## config.mk

```make
export PLATFORM = sky130hd
export DESIGN_NAME = fir_ctrl_multich
export DESIGN_NICKNAME = d
export VERILOG_FILES = /design/src/rtl/fir_ctrl_multich.sv
export SDC_FILE = /design/constraint.sdc
export NUM_CORES = 1
export LEC_CHECK = 0
export BUFFER_PORTS_ARGS = -buffer_cell sky130_fd_sc_hd__buf_2
export CAP_MARGIN = 20
export CORE_MARGIN = 2
export CORE_UTILIZATION = 50
export CTS_BUF_LIST = sky130_fd_sc_hd__clkbuf_16
export DETAILED_ROUTE_END_ITERATION = 6
export GPL_TIMING_DRIVEN = 0
export PLACE_DENSITY = 0.75
export SYNTH_ARGS = -nofsm -noshare
export SYNTH_HDL_FRONTEND = slang
export SYNTH_SLANG_ARGS = --single-unit
```

## constraint.sdc

```tcl
create_clock -name clk -period 1.8 [get_ports clk]
set_clock_uncertainty 0.05 [all_clocks]
set_input_delay 0.09 -clock clk [delete_from_list [all_inputs] [get_ports clk]]
set_output_delay 0.09 -clock clk [all_outputs]
set_load 0.01 [all_outputs]
```

## src/rtl/fir_ctrl_multich.sv

```systemverilog
// Multi-channel FIR sequencer: accepts a channel-tagged sample, walks the coefficient address
// over TAPS cycles, waits out the MAC pipeline, then presents the result with backpressure.
module fir_ctrl_multich #(
    parameter int unsigned TAPS     = 64,
    parameter int unsigned CHANNELS = 2,
    parameter int unsigned MAC_LAT  = 2,
    localparam int unsigned ADDR_W  = $clog2(TAPS),
    localparam int unsigned CH_W    = (CHANNELS > 1) ? $clog2(CHANNELS) : 1
) (
    input  logic              clk,
    input  logic              rst,
    input  logic              inputValid,
    input  logic [CH_W-1:0]   inputChannel,
    output logic              inputReady,
    output logic              shift,
    output logic [CH_W-1:0]   shiftChannel,
    output logic              flush,
    output logic              macEn,
    output logic [ADDR_W-1:0] address,
    output logic              outputValid,
    input  logic              outputReady,
    output logic [CH_W-1:0]   outputChannel,
    output logic              busy,
    output logic              chanErr
);

    localparam int unsigned DRAIN_W = (MAC_LAT > 1) ? $clog2(MAC_LAT) : 1;

    typedef enum logic [2:0] {
        IDLE,
        INIT,
        EXEC,
        DRAIN,
        OUTPUT
    } state_t;

    state_t             state, stateNext;
    logic [ADDR_W-1:0]  addrCnt, addrCntNext;
    logic [DRAIN_W-1:0] drainCnt, drainCntNext;
    logic [CH_W-1:0]    chReg, chRegNext;
    logic               chanOk;

    assign chanOk = 32'(inputChannel) < CHANNELS;

    always_ff @(posedge clk) begin
        if (!rst) begin
            state    <= IDLE;
            addrCnt  <= '0;
            drainCnt <= '0;
            chReg    <= '0;
        end else begin
            state    <= stateNext;
            addrCnt  <= addrCntNext;
            drainCnt <= drainCntNext;
            chReg    <= chRegNext;
        end
    end

    always_comb begin
        stateNext     = state;
        addrCntNext   = addrCnt;
        drainCntNext  = drainCnt;
        chRegNext     = chReg;
        inputReady    = 1'b0;
        shift         = 1'b0;
        flush         = 1'b0;
        macEn         = 1'b0;
        address       = '0;
        outputValid   = 1'b0;
        outputChannel = '0;
        busy          = 1'b1;
        chanErr       = 1'b0;
        shiftChannel  = chReg;

        case (state)
            IDLE: begin
                busy       = 1'b0;
                inputReady = 1'b1;
            end
            INIT: begin
                flush       = 1'b1;
                shift       = 1'b1;
                addrCntNext = '0;
                stateNext   = EXEC;
            end
            EXEC: begin
                macEn   = 1'b1;
                address = addrCnt;
                if (addrCnt == ADDR_W'(TAPS - 1)) begin
                    addrCntNext  = '0;
                    drainCntNext = '0;
                    stateNext    = (MAC_LAT > 0) ? DRAIN : OUTPUT;
                end else begin
                    addrCntNext = addrCnt + ADDR_W'(1);
                end
            end
            DRAIN: begin
                if (drainCnt == DRAIN_W'(MAC_LAT - 1)) begin
                    drainCntNext = '0;
                    stateNext    = OUTPUT;
                end else begin
                    drainCntNext = drainCnt + DRAIN_W'(1);
                end
            end
            OUTPUT: begin
                outputValid   = 1'b1;
                outputChannel = chReg;
                inputReady    = outputReady;
                if (outputReady) begin
                    stateNext = IDLE;
                end
            end
            default: stateNext = IDLE;
        endcase

        // A sample accepted on the same cycle as a result skips the IDLE bubble.
        if (inputValid && inputReady) begin
            if (chanOk) begin
                chRegNext = inputChannel;
                stateNext = INIT;
            end else begin
                chanErr = 1'b1;
            end
        end

        if (!rst) begin
            inputReady    = 1'b0;
            shift         = 1'b0;
            shiftChannel  = '0;
            flush         = 1'b0;
            macEn         = 1'b0;
            address       = '0;
            outputValid   = 1'b0;
            outputChannel = '0;
            busy          = 1'b0;
            chanErr       = 1'b0;
        end
    end

endmodule

```

==> flow_metrics.py <==
metrics = {
    "route": {
        "first_pass_iters": 4,
        "dr.max_layer_used": "met4",
        "routed-wl-met3_um": 103,
        "drc_errors": 0,
        "drt-initial-drc-count": 14,
        "viasPerCell": 5.61,
        "wl_met1_um": 788,
        "vias": 713,
        "wl_um": 1840,
        "avgRoutedWirePerCell_um": 14.5,
        "wl_met2_um": 890,
        "final_antenna_net_count": 0,
    },
    "synth": {
        "ys_warn_count": 0,
        "synthSimpleGateAreaFrac": 0.367,
        "syn-cell-area_um2": 733,
        "synthTopCellsByArea": "dfxtp_1 (30%), and2_1 (6.0%), nor2_1 (4.6%), nand2b_4 (3.8%), a21oi_1 (3.4%)",
        "async_reset_ff_frac": 0,
        "yosysMostFrequentCell": "dfxtp_1",
        "synth_flop_cell": "dfxtp_1",
        "synth_common_cells": "dfxtp_1 (11), nor2_1 (9), and2_1 (7)",
        "yosysSeqAreaShare": 0.300,
        "synth_top_family_by_area": "simple AND/OR/NAND/NOR gates",
        "synth_compound_area_frac": 0.210,
        "synthAdderAreaFrac": 0.0171,
        "muxShareOfSynthArea": 0.0290,
        "yosys.area.top_type": "dfxtp_1",
        "syn_inst": 90,
        "synthXorXnorAreaFrac": 0,
        "syn_nets": 96,
        "yosys.area.top_type_share": 0.300,
        "ys_types": 36,
        "yosys_register_bits": 11,
        "postSynthAreaPerCell_um2": 8.15,
        "synth_enable_flop_cells": 0,
    },
    "power": {
        "power_density_mw_per_mm2": 855,
        "switchingPower_uw": 191,
        "leakage_nw": 0.407,
        "peakVddDrop_mv": 0.510,
        "pwr-share-clk": 0.519,
        "combPwrFrac": 0.142,
        "p_sw_frac": 0.243,
        "p_seq_frac": 0.339,
        "intPower_uw": 596,
    },
    "global_route": {
        "antenna_found_initial": 0,
        "grt_start_max_net_pins": 11,
        "globalRouteTotalUtil": 0.216,
        "grt_remaining_overflow": 0,
        "grt_pass1_vias": 623,
        "grt_pass1_wl_um": 2840,
    },
    "die": {
        "start_util": 0.550,
        "die-area_mm2": 0.00179,
        "coreArea_mm2": 0.00133,
        "die_y_um": 42.3,
        "io-pin-count": 20,
        "rows": 13,
        "dieWidth_um": 42.3,
    },
    "cells_and_area": {
        "syn_to_final_growth_pct": 25.6,
        "drive_gt1_frac": 0.313,
        "num_antenna_cells": 0,
        "nets": 119,
    },
    "critical_path": {
        "crit_chain": "nand2b_1 -> nor2_1 -> and2_1 -> buf_2",
        "slowest_delay_ns": 0.40,
        "path_class": "register to output port",
        "arrival_ns": 1.58,
        "crit_required_ns": 1.66,
        "crit_fanout": 6,
        "start_kind": "register",
        "r2r_cells": 5,
        "crit_path_end_kind": "output port",
        "slowest_stage": "dfxtp_1",
    },
    "cts": {
        "numCtsBuffers": 3,
        "root_buffer": "clkbuf_16",
        "cts_tree": "done",
        "clk_latency_ns": 0.24,
        "post-cts-setup-buffers": 0,
        "htreeDepth": 1,
        "cts_resized": 0,
        "clk_transition_reported_paths_ns": 0.04,
        "cts.hold.buffers_added": 0,
        "ctsLongestPathBuffers": 2,
        "cts.sinks": 11,
    },
    "timing": {
        "slew_viol_final": 0,
        "fin_ws_ns": 0.0805,
        "period_needed_ns": 1.72,
        "setup_violations": 0,
        "fmaxAchievable_mhz": 582,
        "finalCritPeriodShare": 0.955,
        "hold_viol": 0,
        "setup_tns_ns": 0,
        "grt_setup_unrepaired": "false",
    },
    "hold_path": {
        "holdPathStages": 3,
        "min_path_type": "input port to register",
    },
    "outcome": {
        "outcome": "completed",
    },
    "job": {
        "drv_cap": 0,
    },
    "placement": {
        "preCtsSetupSlack_ns": 0.255,
        "hpwl_um": 1210,
        "port-buffer-count": 18,
        "place.gp.congestion": 0.795,
    },
}
## cell usage in the layout, fill, tap and decap left out, types with 4 or more instances in the layout
cell type | synthesis | final
nand2b_1 | 4 | 4
nand2_1 | 6 | 6
dfxtp_1 | 11 | 11
nand3_1 | 5 | 5
nor2_1 | 9 | 9
a21oi_1 | 5 | 5
and2_1 | 7 | 7
nor3_1 | 5 | 5
buf_2 | 1 | 19
## logic make-up (layout without fill, tap and decap cells)
logic type | Yosys count | in the layout
buffers and inverters | 7 | 29
other | 1 | 1
AND/OR/NAND/NOR | 47 | 47
adder cells (fa/ha/maj) | 1 | 1
multiplexers | 2 | 2
AO/OA/AOI/OAI | 21 | 21
flip-flops | 11 | 11
## sequential cells by signal (all words and copies together), names as in the netlist
name,cells
addrCnt,6
state,3
drainCnt,1
chReg,1
## final timing paths
kind	startpoint	to	slack, ns
worst min-delay path	inputChannel	chReg	0.09
worst max register to register	addrCnt[0]	addrCnt[3]	0.25
worst min register to register	addrCnt[0]	addrCnt[0]	0.48
worst max-delay path	state[0]	address[4]	0.08
## metrics by stage
stage	hold slack, ns	power, mW	instance area [µm²]	instances	util
2_1_floorplan	0.162	0.349	733	90	-
3_3_place_gp	0.277	0.376	842	123	0.631
3_5_place_dp	0.290	0.378	842	123	0.631
4_1_cts	0.0970	0.783	921	127	0.690
5_1_grt	0.0938	0.809	921	127	0.690
6_report	0.0937	0.787	921	127	0.690
## layout make-up
type                    instances  area [µm²]
well taps                      15        18.8
multi-input cells              72         460
flip-flops and latches         11         220
inverters                       2        7.51
clock inverters                 1        3.75
repair buffers                 18        90.1
clock buffers                   3        75.1
fillers                       112         413
plain buffers                   5        45.0
## power by group through the flow
| stage | combinational [mW] | clock [mW] | sequential (mW) |
|---|---|---|---|
| finish | 0.112 | 0.409 | 0.267 |
| global route | 0.121 | 0.421 | 0.268 |
| CTS | 0.111 | 0.405 | 0.267 |
| detailed placement | 0.108 | 0 | 0.270 |
| global placement | 0.106 | 0 | 0.269 |
| floorplan | 0.0815 | 0 | 0.267 |
## per-layer routing
metal	vias up	global-route usage
li1	359	-
met1	319	0.258
met2	28	0.354
met3	7	0.0517
met4	0	0.113
met5	-	0
## critical path: cells and delay by family (launching register included)
| kind | cells | cell delay, ns |
|---|---|---|
| buffers and inverters | 1 | 0.13 |
| and+or+nand+nor | 3 | 0.80 |
| DFF | 1 | 0.40 |
No activity file was read; power rests on OpenSTA's default activity.
